`config.mk`:
```
export PLATFORM = sky130hd
export DESIGN_NAME = store_monitor
export DESIGN_NICKNAME = d
export VERILOG_FILES = /design/src/rtl/store_monitor.sv
export SDC_FILE = /design/constraint.sdc
export NUM_CORES = 1
export LEC_CHECK = 0
export CAP_MARGIN = 30
export CORE_MARGIN = 2
export CORE_UTILIZATION = 58
export CTS_CLUSTER_SIZE = 14
export DETAILED_ROUTE_END_ITERATION = 10
export GPL_ROUTABILITY_DRIVEN = 0
export GPL_TIMING_DRIVEN = 0
export MAX_ROUTING_LAYER = met4
export PLACE_DENSITY = 0.87
export SLEW_MARGIN = 20
export SYNTH_ARGS = -nofsm -noshare
export SYNTH_HDL_FRONTEND = slang
export SYNTH_SLANG_ARGS = --single-unit
```
`constraint.sdc`:
```
create_clock -name clk -period 10.8 [get_ports clk]
set_input_delay 2.16 -clock clk [delete_from_list [all_inputs] [get_ports clk]]
set_output_delay 2.16 -clock clk [all_outputs]
set_load 0.1 [all_outputs]
```
`src/rtl/store_monitor.sv`:
```
`default_nettype none
// ============================================================================
// Module   : store_monitor
// Purpose  : Observes processor data-memory stores. Every store is queued as
//            an {address, data} record in a FIFO for a downstream consumer,
//            and is also counted. The first store to PASS_ADDR ends the
//            program: done is raised, and pass shows whether that store's
//            data equalled PASS_DATA.
// Ports    : clk          - single clock, rising edge
//            reset        - synchronous, active-high
//            memwrite     - store strobe, one store per high cycle
//            dataadr      - store address
//            writedata    - store data
//            out_valid    - FIFO head record available
//            out_ready    - consumer accepts head record
//            out_addr     - head record address (0 while out_valid=0)
//            out_data     - head record data    (0 while out_valid=0)
//            overflow     - sticky, at least one store was dropped
//            store_count  - saturating count of stores seen
//            done         - sticky, a store to PASS_ADDR was seen
//            pass         - first PASS_ADDR store carried PASS_DATA
// Revision : 1.0 - initial release
// ============================================================================
module store_monitor #(
  parameter int          DEPTH     = 8,
  parameter logic [31:0] PASS_ADDR = 32'd84,
  parameter logic [31:0] PASS_DATA = 32'd7
) (
  input  logic        clk,
  input  logic        reset,
  input  logic        memwrite,
  input  logic [31:0] dataadr,
  input  logic [31:0] writedata,
  output logic        out_valid,
  input  logic        out_ready,
  output logic [31:0] out_addr,
  output logic [31:0] out_data,
  output logic        overflow,
  output logic [15:0] store_count,
  output logic        done,
  output logic        pass
);

  localparam int          AW      = $clog2(DEPTH);
  localparam logic [AW:0] C_DEPTH = (AW+1)'(DEPTH);

  typedef enum logic [0:0] {
    ST_IDLE = 1'b0,
    ST_DONE = 1'b1
  } state_t;

  logic [63:0]   r_mem [DEPTH];
  logic [AW-1:0] r_wptr;
  logic [AW-1:0] r_rptr;
  logic [AW:0]   r_count;
  logic          r_overflow;
  logic [15:0]   r_store_count;
  state_t        r_state;
  state_t        w_state_nxt;
  logic          r_pass;
  logic          w_pass_nxt;

  logic          w_empty;
  logic          w_full;
  logic          w_pop;
  logic          w_push;
  logic [63:0]   w_head;

  assign w_empty = (r_count == '0);
  assign w_full  = (r_count == C_DEPTH);
  assign w_pop   = !w_empty && out_ready;
  // A full FIFO still accepts a store when the head leaves on the same edge.
  assign w_push  = memwrite && (!w_full || w_pop);

  // FIFO control, counters and sticky overflow
  always_ff @(posedge clk) begin
    if (reset) begin
      r_wptr        <= '0;
      r_rptr        <= '0;
      r_count       <= '0;
      r_overflow    <= 1'b0;
      r_store_count <= '0;
    end else begin
      if (w_push) r_wptr <= r_wptr + 1'b1;
      if (w_pop)  r_rptr <= r_rptr + 1'b1;
      if (w_push && !w_pop)      r_count <= r_count + 1'b1;
      else if (!w_push && w_pop) r_count <= r_count - 1'b1;
      if (memwrite && !w_push) r_overflow <= 1'b1;
      if (memwrite && (r_store_count != 16'hFFFF))
        r_store_count <= r_store_count + 16'd1;
    end
  end

  // Record storage carries no reset; the outputs are masked while empty.
  always_ff @(posedge clk) begin
    if (!reset && w_push) r_mem[r_wptr] <= {dataadr, writedata};
  end

  // Completion FSM state register
  always_ff @(posedge clk) begin
    if (reset) begin
      r_state <= ST_IDLE;
      r_pass  <= 1'b0;
    end else begin
      r_state <= w_state_nxt;
      r_pass  <= w_pass_nxt;
    end
  end

  // Completion FSM next state: only the first PASS_ADDR store decides pass.
  always_comb begin
    w_state_nxt = r_state;
    w_pass_nxt  = r_pass;
    case (r_state)
      ST_IDLE: begin
        if (memwrite && (dataadr == PASS_ADDR)) begin
          w_state_nxt = ST_DONE;
          w_pass_nxt  = (writedata == PASS_DATA);
        end
      end
      ST_DONE: begin
        w_state_nxt = ST_DONE;
      end
      default: begin
        w_state_nxt = ST_IDLE;
        w_pass_nxt  = 1'b0;
      end
    endcase
  end

  assign w_head      = r_mem[r_rptr];
  assign out_valid   = !w_empty && !reset;
  assign out_addr    = out_valid ? w_head[63:32] : 32'd0;
  assign out_data    = out_valid ? w_head[31:0]  : 32'd0;
  assign overflow    = r_overflow;
  assign store_count = r_store_count;
  assign done        = (r_state == ST_DONE);
  assign pass        = done && r_pass;

endmodule
`default_nettype wire
```
==> flow_summary.ini <==
[status]
status = finished, final reports clean

[placement]
port_buffers = 151
placed_cell_area_um2 = 23800
hpwl_um = 31000

[synth]
synth-xor-area-share_pct = 0.291
yosysWarnings = 0
synth_top_family_by_area = multiplexers
ys_seq_area_share_pct = 76.1
yosys.area_share.simple_pct = 3.86
synth_cell_types = 45
ys.flop_type = edfxtp_1
syn_area_um2 = 21100
ys_async_sr_fraction_pct = 0
synth_compound_area_share_pct = 1.02
netlist_instances = 1015
synth_area_leaders = edfxtp_1, mux4_2, mux2i_1, dfxtp_1, nor2_1
muxShareOfSynthArea_pct = 17.2
synth_fa_ha_area_share_pct = 0.452
ys_seq_elements = 544
synth.avg_cell_area_um2 = 20.7
synth_edf_count = 512
post-synth-top-area-cell = edfxtp_1
syn-num-nets = 1090
synth_common_cells = edfxtp_1, mux4_2, nor2_1, mux2i_1, dfxtp_1
synth_top_cell_area_share_pct = 73.0
yosysMostFrequentCell = edfxtp_1

[layout]
fin_area_um2 = 25400
drive_gt1_share_pct = 22.1
multi_input_area_um2 = 4850
areaGrowthSynthToFinish_pct = 20.8
fin_nets = 1357
fillerInstances = 1957
regArea_um2 = 16000

[grt]
gr-usage-all-layers_pct = 29.1
antenna_found_initial = 3
grt_first_pass_wirelength_um = 77400
grt_max_degree = 22
grt_pass1_vias = 12100
grt_overflow = 0

[power]
power.leakage_nw = 8.00
power.density_nw_per_um2 = 234
vdd_drop_max_v = 0.000146

[detailed_routing]
dr.first_iter.drc_count = 1499
vias = 11600
wl_per_cell_um = 29.4
ant_nets = 0
wirelength_um = 52600
drt_drc_violations_left = 0
dr.pass1.iters = 5
routed_via_density = 6.52

[cts]
cts_max_path_buffers = 3
cts-root-buf = clkbuf_16
cts_max_level = 2
clk_pin_slew_worst_paths_ns = 0.06
tritoncts = yes
postCtsHoldBufs = 0
cts.sinks = 544
cts_buffers = 52
clk_latency_ns = 0.57
post_cts_buffers = 0
cts_resized = 0

[floorplanning]
ios = 152
start_util_pct = 59.1
core_um2 = 35700
rows = 69
die-area_um2 = 37800
die_h_um = 195
die_w_um = 195

[sta]
rsz0062_at_grt = false
worst_slew_pin_slew_ns = 1.03
fmax_mhz = 142
setup_violations = 0
setup_tns_ns = 0
slew_violations = 0
finClkSkew_ns = 0.0203
relSlewSlack_pct = 31.3
fin_crit_sh_pct = 65.2
whs_ns = 0.482
hold_viol_final = 0
min_period_ns = 7.04

[critical_path]
worst_setup_path_end_kind = output pin
crit_path_max_fanout = 10
crit_path_start_kind = primary input
crit_arrival_ns = 4.88
required_ns = 8.64
crit_type = primary input to output pin

[hold_path]
min-delay-path-class = register to register

[run]
maxCapViolCount = 0
[final cells by class]
class	instances	area share, %
Sequential cell	544	63.0
Multi-Input combinational cell	415	19.1
Timing Repair Buffer	213	8.37
Clock buffer	67	5.46
Tap cell	461	2.27
Clock inverter	26	0.880
Buffer	49	0.846
Inverter	7	0.103
Antenna cell	4	0.0394
[sequential cells by signal (all words and copies together), names as in the netlist, named ones only]
register / cells
overflow: 1
r_rptr: 3
r_count: 4
r_wptr: 3
store_count: 16
done: 1
r_pass: 1
r_mem: 512
[cell usage in the layout, fill, tap and decap left out, drive strengths merged, types with 10 or more instances in the layout]
cell type	instances
a21oi	13
buf	89
clkbuf	89
clkdlybuf4s50	151
clkinv	20
dfxtp	32
edfxtp	512
mux2i	69
mux4	128
nor2	95
nor3	10
nor4	12
[per-layer routing]
metal / global-route usage [%] / share of wire [%] / vias to the layer above
met3: 5.26 / 9.2 / 164
met2: 46.4 / 50 / 814
met1: 37.2 / 37 / 5931
met4: 12.7 / 4.3 / 0
li1: - / - / 4729
met5: - / 0 / -
[worst max-delay path, cell delays in order]
cell and delay [ns]:
clkdlybuf4s50_1 0.49, o21bai_1 0.25, buf_2 0.27, buf_2 0.26
nor2_1 0.24, clkdlybuf4s50_1 1.20
[power by group]
part | internal [mW] | switching [mW] | leakage, nW
logic | 0.614 | 1.18 | 2.33
registers | 2.37 | 0.0302 | 4.88
clock network | 0.998 | 0.753 | 0.783
total | 3.98 | 1.97 | 8.00
[path summary, 6_finish.rpt]
kind                           startpoint                 endpoint  slack (ns)  cells past startpoint
setup / recovery                    reset             out_addr[30]        3.76                      6
hold / removal      overflow$_SDFFE_PP0P_    overflow$_SDFFE_PP0P_        0.48                      2
setup reg to reg  r_count[0]$_SDFFE_PP0P_  r_count[3]$_SDFFE_PP0P_        7.55                     11
hold reg to reg     overflow$_SDFFE_PP0P_    overflow$_SDFFE_PP0P_        0.48                      2
[kinds of logic (layout without fill, tap and decap cells)]
family	count (synthesis)	after routing
compound gates	32	32
xor+xnor	7	7
fa+ha+maj	7	7
buf+inv	56	362
flops	544	544
mux	201	201
other cells	0	4
simple gates	168	168
[per-stage QoR]
stage / setup slack (ns) / instances / util (%) / power, mW
6_report: 3.76 / 1786 / 71.3 / 5.95
5_1_grt: 3.75 / 1785 / 71.3 / 6.11
4_1_cts: 3.78 / 1781 / 71.3 / 5.97
3_5_place_dp: 3.84 / 1688 / 66.8 / 4.19
3_3_place_gp: -5.43 / 1627 / 64.9 / 4.16
2_1_floorplan: 1.05 / 1015 / - / 3.76
Note: power is estimated with default switching activity, not from simulation.
